File: config.mk
export PLATFORM = sky130hd
export DESIGN_NAME = dec_scan_ctrl
export DESIGN_NICKNAME = d
export VERILOG_FILES = /design/src/rtl/dec_pkg.sv /design/src/rtl/dec_scan_prescaler.sv /design/src/rtl/dec_scan_ctrl.sv
export SDC_FILE = /design/constraint.sdc
export NUM_CORES = 1
export LEC_CHECK = 0
export CORE_MARGIN = 2
export CORE_UTILIZATION = 49
export CTS_CLUSTER_DIAMETER = 150
export DETAILED_ROUTE_END_ITERATION = 8
export GPL_ROUTABILITY_DRIVEN = 0
export PLACE_DENSITY = 0.75
export SLEW_MARGIN = 20
export SYNTH_ARGS = -nofsm -noshare
export SYNTH_HDL_FRONTEND = slang
export SYNTH_SLANG_ARGS = --single-unit
File: constraint.sdc
create_clock -name clk -period 2 [get_ports clk]
set_input_delay 0.2 -clock clk [delete_from_list [all_inputs] [get_ports clk]]
set_output_delay 0.2 -clock clk [all_outputs]
set_load 0.005 [all_outputs]
File: src/rtl/dec_pkg.sv
// Shared definitions for the 3-to-8 decoder scan sequencer.
package dec_pkg;

    localparam int SEL_W   = 3;
    localparam int NUM_OUT = 8;

    typedef logic [SEL_W-1:0] sel_t;

    typedef enum logic [1:0] {
        ST_IDLE  = 2'd0,
        ST_DWELL = 2'd1,
        ST_BLANK = 2'd2
    } state_t;

endpackage

File: src/rtl/dec_scan_prescaler.sv
// Dwell-time down-counter: load has priority, decrements while enabled,
// holds at zero, and flags terminal count combinationally from the register.
module dec_scan_prescaler #(
    parameter int DIV_W = 16
) (
    input  logic             clk,
    input  logic             rst,
    input  logic             load,
    input  logic             en,
    input  logic [DIV_W-1:0] load_val,
    output logic             tc
);

    logic [DIV_W-1:0] count;

    // Load a new dwell length or count down towards zero.
    always_ff @(posedge clk) begin
        if (rst) begin
            count <= '0;
        end else if (load) begin
            count <= load_val;
        end else if (en && (count != '0)) begin
            count <= count - 1'b1;
        end
    end

    assign tc = (count == '0);

endmodule

File: src/rtl/dec_scan_ctrl.sv
// Scan sequencer driving the select/enable of a 3-to-8 decoder.
// Walks digits 0..last_sel, holding each for div+1 cycles.
// Build option SCAN_BLANK_EN: when defined, a BLANK_CYC-cycle gap with
// sel_en low separates digits; when undefined, sel advances directly and
// sel_en stays high across digits.
module dec_scan_ctrl
    import dec_pkg::*;
#(
    parameter int DIV_W     = 16,
    parameter int BLANK_CYC = 4
) (
    input  logic             clk,
    input  logic             rst,
    input  logic             start,
    input  logic             stop,
    input  logic             single,
    input  logic [SEL_W-1:0] last_sel,
    input  logic [DIV_W-1:0] div,
    output logic [SEL_W-1:0] sel,
    output logic             sel_en,
    output logic             frame_done,
    output logic             busy
);

    if (BLANK_CYC < 1) begin : g_bad_blank_cyc
        $error("BLANK_CYC must be at least 1");
    end

    state_t           state;
    sel_t             last_lat;
    logic [DIV_W-1:0] div_lat;
    logic             single_lat;

    logic             accept;
    logic             step;
    logic             frame_end;
    logic             reload;
    logic [DIV_W-1:0] load_val;
    logic             dwell_tc;

`ifdef SCAN_BLANK_EN
    localparam int BW = (BLANK_CYC > 1) ? $clog2(BLANK_CYC) : 1;
    logic [BW-1:0] blank_cnt;
`endif

    // Decide when the dwell counter must be (re)loaded for a new digit.
    always_comb begin
        accept = (state == ST_IDLE) && start && !stop;
`ifdef SCAN_BLANK_EN
        step = (state == ST_BLANK) && (blank_cnt == '0);
`else
        step = (state == ST_DWELL) && dwell_tc;
`endif
        frame_end = (sel == last_lat);
        reload    = accept || (step && !stop && !(frame_end && single_lat));
        load_val  = (state == ST_IDLE) ? div : div_lat;
    end

    dec_scan_prescaler #(
        .DIV_W (DIV_W)
    ) u_dwell (
        .clk      (clk),
        .rst      (rst),
        .load     (reload),
        .en       (state == ST_DWELL),
        .load_val (load_val),
        .tc       (dwell_tc)
    );

    // Scan FSM with registered outputs; stop overrides everything but reset.
    always_ff @(posedge clk) begin
        if (rst) begin
            state      <= ST_IDLE;
            sel        <= '0;
            sel_en     <= 1'b0;
            frame_done <= 1'b0;
            busy       <= 1'b0;
            last_lat   <= '0;
            div_lat    <= '0;
            single_lat <= 1'b0;
`ifdef SCAN_BLANK_EN
            blank_cnt  <= '0;
`endif
        end else if (stop) begin
            state      <= ST_IDLE;
            sel        <= '0;
            sel_en     <= 1'b0;
            frame_done <= 1'b0;
            busy       <= 1'b0;
        end else begin
            frame_done <= 1'b0;
            case (state)
                ST_IDLE: begin
                    if (start) begin
                        last_lat   <= last_sel;
                        div_lat    <= div;
                        single_lat <= single;
                        state      <= ST_DWELL;
                        sel        <= '0;
                        sel_en     <= 1'b1;
                        busy       <= 1'b1;
                    end
                end
                ST_DWELL: begin
                    if (dwell_tc) begin
`ifdef SCAN_BLANK_EN
                        state     <= ST_BLANK;
                        sel_en    <= 1'b0;
                        blank_cnt <= BW'(BLANK_CYC - 1);
`else
                        if (!frame_end) begin
                            sel <= sel + 1'b1;
                        end else begin
                            frame_done <= 1'b1;
                            sel        <= '0;
                            if (single_lat) begin
                                state  <= ST_IDLE;
                                sel_en <= 1'b0;
                                busy   <= 1'b0;
                            end
                        end
`endif
                    end
                end
`ifdef SCAN_BLANK_EN
                ST_BLANK: begin
                    if (blank_cnt != '0) begin
                        blank_cnt <= blank_cnt - 1'b1;
                    end else if (!frame_end) begin
                        state  <= ST_DWELL;
                        sel    <= sel + 1'b1;
                        sel_en <= 1'b1;
                    end else begin
                        frame_done <= 1'b1;
                        sel        <= '0;
                        if (single_lat) begin
                            state <= ST_IDLE;
                            busy  <= 1'b0;
                        end else begin
                            state  <= ST_DWELL;
                            sel_en <= 1'b1;
                        end
                    end
                end
`endif
                default: begin
                    state  <= ST_IDLE;
                    sel    <= '0;
                    sel_en <= 1'b0;
                    busy   <= 1'b0;
                end
            endcase
        end
    end

endmodule
==> metrics.json <==
{
  "ys_seq_area_share": {"value": 37.25, "unit": "%"},
  "setup.reg_to_reg.worst_slack": {"value": -0.12, "unit": "ns"},
  "drc": {"value": 0},
  "synth_top_flop_cell": {"value": "dfxtp_1"},
  "period_minus_slack": {"value": 2.124, "unit": "ns"},
  "routedWlPerCell": {"value": 17.09, "unit": "um"},
  "path_class": {"value": "reg -> reg"},
  "failed_checks": {"value": "setup timing"},
  "numCtsBuffers": {"value": 5},
  "final_net_count": {"value": 357},
  "cp_max_fanout": {"value": 8},
  "synth_async_sr_flop_share": {"value": 0, "unit": "%"},
  "syn-cell-area": {"value": 0.002203, "unit": "mm2"},
  "port-buffer-count": {"value": 29},
  "rr_endpoint": {"value": "u_dwell.count[7]"},
  "synth_cell_type_count": {"value": 42},
  "power_leakage": {"value": 1.145, "unit": "nW"},
  "rr_worst_depth": {"value": 6},
  "accumulated_negative_setup_slack": {"value": -1.056, "unit": "ns"},
  "grt_util_all_layers": {"value": 25.72, "unit": "%"},
  "fp.dieW": {"value": 71.06, "unit": "um"},
  "rr_startpoint": {"value": "u_dwell.count[14]"},
  "status": {"value": "finished with violations"},
  "routed_wl": {"value": 6562, "unit": "um"},
  "clkTransAtPathRegs": {"value": 0.09, "unit": "ns"},
  "hold_violations": {"value": 0},
  "setup_repair_after_global_routing_missed_its_margin": {"value": "yes"},
  "pre_cts_setup_slack": {"value": -0.09375, "unit": "ns"},
  "root_cell_of_the_clock_tree": {"value": "clkbuf_8"},
  "die_h": {"value": 71.06, "unit": "um"},
  "maxCapViolCount": {"value": 0},
  "initial_core_util": {"value": 50.60, "unit": "%"},
  "clk_latency": {"value": 0.30, "unit": "ns"},
  "dr.first_iter.drc_count": {"value": 231},
  "cts_max_path_buffers": {"value": 2},
  "grt_max_degree": {"value": 21},
  "post-route-period-util": {"value": 106.2, "unit": "%"},
  "ctsHoldBuffers": {"value": 0},
  "timing.hold.worst.class": {"value": "in -> reg"},
  "ant_nets": {"value": 0},
  "syn_to_final_growth": {"value": 44.69, "unit": "%"},
  "netlist.top_cell.by_area": {"value": "dfxtp_1"},
  "timing.fmax": {"value": 470.7, "unit": "MHz"},
  "antenna_violations_before_repair": {"value": 0},
  "syn_nets": {"value": 292},
  "relSlewSlack": {"value": 72.97, "unit": "%"},
  "grt_pass1_wl": {"value": 10080, "unit": "um"},
  "dieArea": {"value": 0.005049, "unit": "mm2"},
  "yosysMostFrequentCell": {"value": "nand2_1"},
  "core": {"value": 0.004354, "unit": "mm2"},
  "cp-end-kind": {"value": "flop"},
  "tritoncts": {"value": "done"},
  "layout.core_utilization": {"value": 73.22, "unit": "%"},
  "worstPathArrival": {"value": 2.36, "unit": "ns"},
  "worst-slew-pin-transition": {"value": 0.4046, "unit": "ns"},
  "number_of_global_route_vias_before_repair": {"value": 2040},
  "cts_sinks": {"value": 41},
  "synth_top_area_share": {"value": 37.25, "unit": "%"},
  "worst_clock_skew": {"value": 0.008943, "unit": "ns"},
  "drt_pass1_iterations": {"value": 4},
  "rows": {"value": 24},
  "detailroute.via_count": {"value": 2262},
  "final_max_slew_viol_count": {"value": 0},
  "dp.final_hpwl": {"value": 4065, "unit": "um"},
  "route.detailed.vias_per_inst": {"value": 5.891},
  "syn_area_per_cell": {"value": 8.283, "unit": "um2"},
  "power_per_cell_area": {"value": 706.4, "unit": "mW/mm2"},
  "number_of_standard_cells_after_synthesis": {"value": 266},
  "crit_path_start": {"value": "u_dwell.count[14]"},
  "fin_ws": {"value": -0.1245, "unit": "ns"},
  "netlist_top_cells_area": {"value": "dfxtp_1 (37%), nand2_1 (8.7%), a211oi_1 (6.8%)"},
  "synthTopCellsByCount": {"value": "nand2_1 (51), dfxtp_1 (41), a21oi_1 (23)"},
  "ys_seq_elements": {"value": 41},
  "ir_worst_vdd": {"value": 553.4, "unit": "uV"},
  "drive_above_1_share": {"value": 32.83, "unit": "%"},
  "setup.worst_path.end": {"value": "u_dwell.count[7]"},
  "antenna_cells": {"value": 0},
  "power.total": {"value": 2.252, "unit": "mW"},
  "num_io_pins": {"value": 30},
  "h-tree-depth": {"value": 2},
  "setup_violations": {"value": 16},
  "kind_of_start_point_of_the_critical_path": {"value": "flop"},
  "synth_edf_count": {"value": 0},
  "grt_remaining_overflow": {"value": 0},
  "synth_warnings": {"value": 0},
  "crit_required": {"value": 2.24, "unit": "ns"}
}
metal layers:
| metal | vias to the layer above | global-route usage [%] | wire (um) |
|---|---|---|---|
| li1 | 1081 | - | - |
| met1 | 1051 | 34.05 | 2775 |
| met3 | 22 | 5.271 | 470 |
| met2 | 108 | 40.71 | 3125 |
| met5 | - | 0 | 0 |
| met4 | 0 | 11.32 | 192 |
cell families after synthesis:
kind of cell | Yosys count | share of synthesized area, %
and+or+nand+nor | 111 | 25.78
AOI/OAI and AO/OA | 64 | 20.27
DFF | 41 | 37.25
buffers and inverters | 25 | 5.565
xor gates and xnor gates | 12 | 4.770
muxes | 11 | 5.224
adders and majority gates | 2 | 1.136
worst min-delay path by stage:
stage                startpoint          end  slack (ns)  depth (start not counted)
floorplan                  stop   frame_done        0.28                          1
global placement    div_lat[11]  div_lat[11]        0.44                          2
detailed placement  div_lat[11]  div_lat[11]        0.45                          2
CTS                 last_sel[0]  last_lat[0]        0.44                          3
global route        last_sel[1]  last_lat[1]        0.44                          3
finish                   single   single_lat        0.45                          3
cells in the final DEF (no fill, tap or decap), types with 6 or more instances in the layout:
cell type and n:
a211oi_1 8, a211oi_2 11, a21oi_1 23, buf_4 39, buf_6 6, clkdlybuf4s50_1 29, dfxtp_1 35, dfxtp_2 6
mux2i_1 7, nand2_1 51, nor2_1 12, nor2b_1 11, xnor2_1 9
critical path, stage by stage, from the launching register on:
cell	delay, ns
dfxtp_2	0.34
or4_4	0.57
nor4_4	0.40
o221ai_4	0.20
buf_12	0.18
mux2_2	0.28
o21ai_2	0.10
power breakdown:
part | internal [mW] | switching, mW | leakage [nW]
sequential | 0.870 | 0.0399 | 0.338
clock | 0.246 | 0.310 | 0.0374
combinational | 0.387 | 0.399 | 0.769
total | 1.50 | 0.749 | 1.14
layout make-up:
cell class	instances	area (um2)
inverter	6	22.52
multi-input combinational	200	1494
fill	293	1166
sequential	41	828.3
clock inverter	2	15.01
tap	52	65.06
timing repair buffer	77	690.7
clock buffer	6	72.57
registers in the layout, summed over array words and instances (netlist names):
| register | count |
|---|---|
| busy | 1 |
| div_lat | 16 |
| frame_done | 1 |
| last_lat | 3 |
| sel | 3 |
| single_lat | 1 |
| u_dwell.count | 16 |
stage by stage:
| stage | area (um2) | instances | hold WS (ns) |
|---|---|---|---|
| after floorplan | 2240 | 266 | 0.2793 |
| after global placement | 2801 | 368 | 0.4406 |
| after detailed placement | 2801 | 368 | 0.4451 |
| after CTS | 3050 | 381 | 0.4443 |
| after global routing | 3188 | 384 | 0.4443 |
| final | 3188 | 384 | 0.4508 |
repair_timing:
item / in CTS / in global routing
cloned: 1 / 0
endpoints found under the setup margin: 19 / 19
gates resized for setup: 29 / 22
buffers inserted: 4 / 3
pin swaps: 16 / 15
endpoints found under the hold margin: 0 / 0
Note: power is estimated with default switching activity, not from simulation.
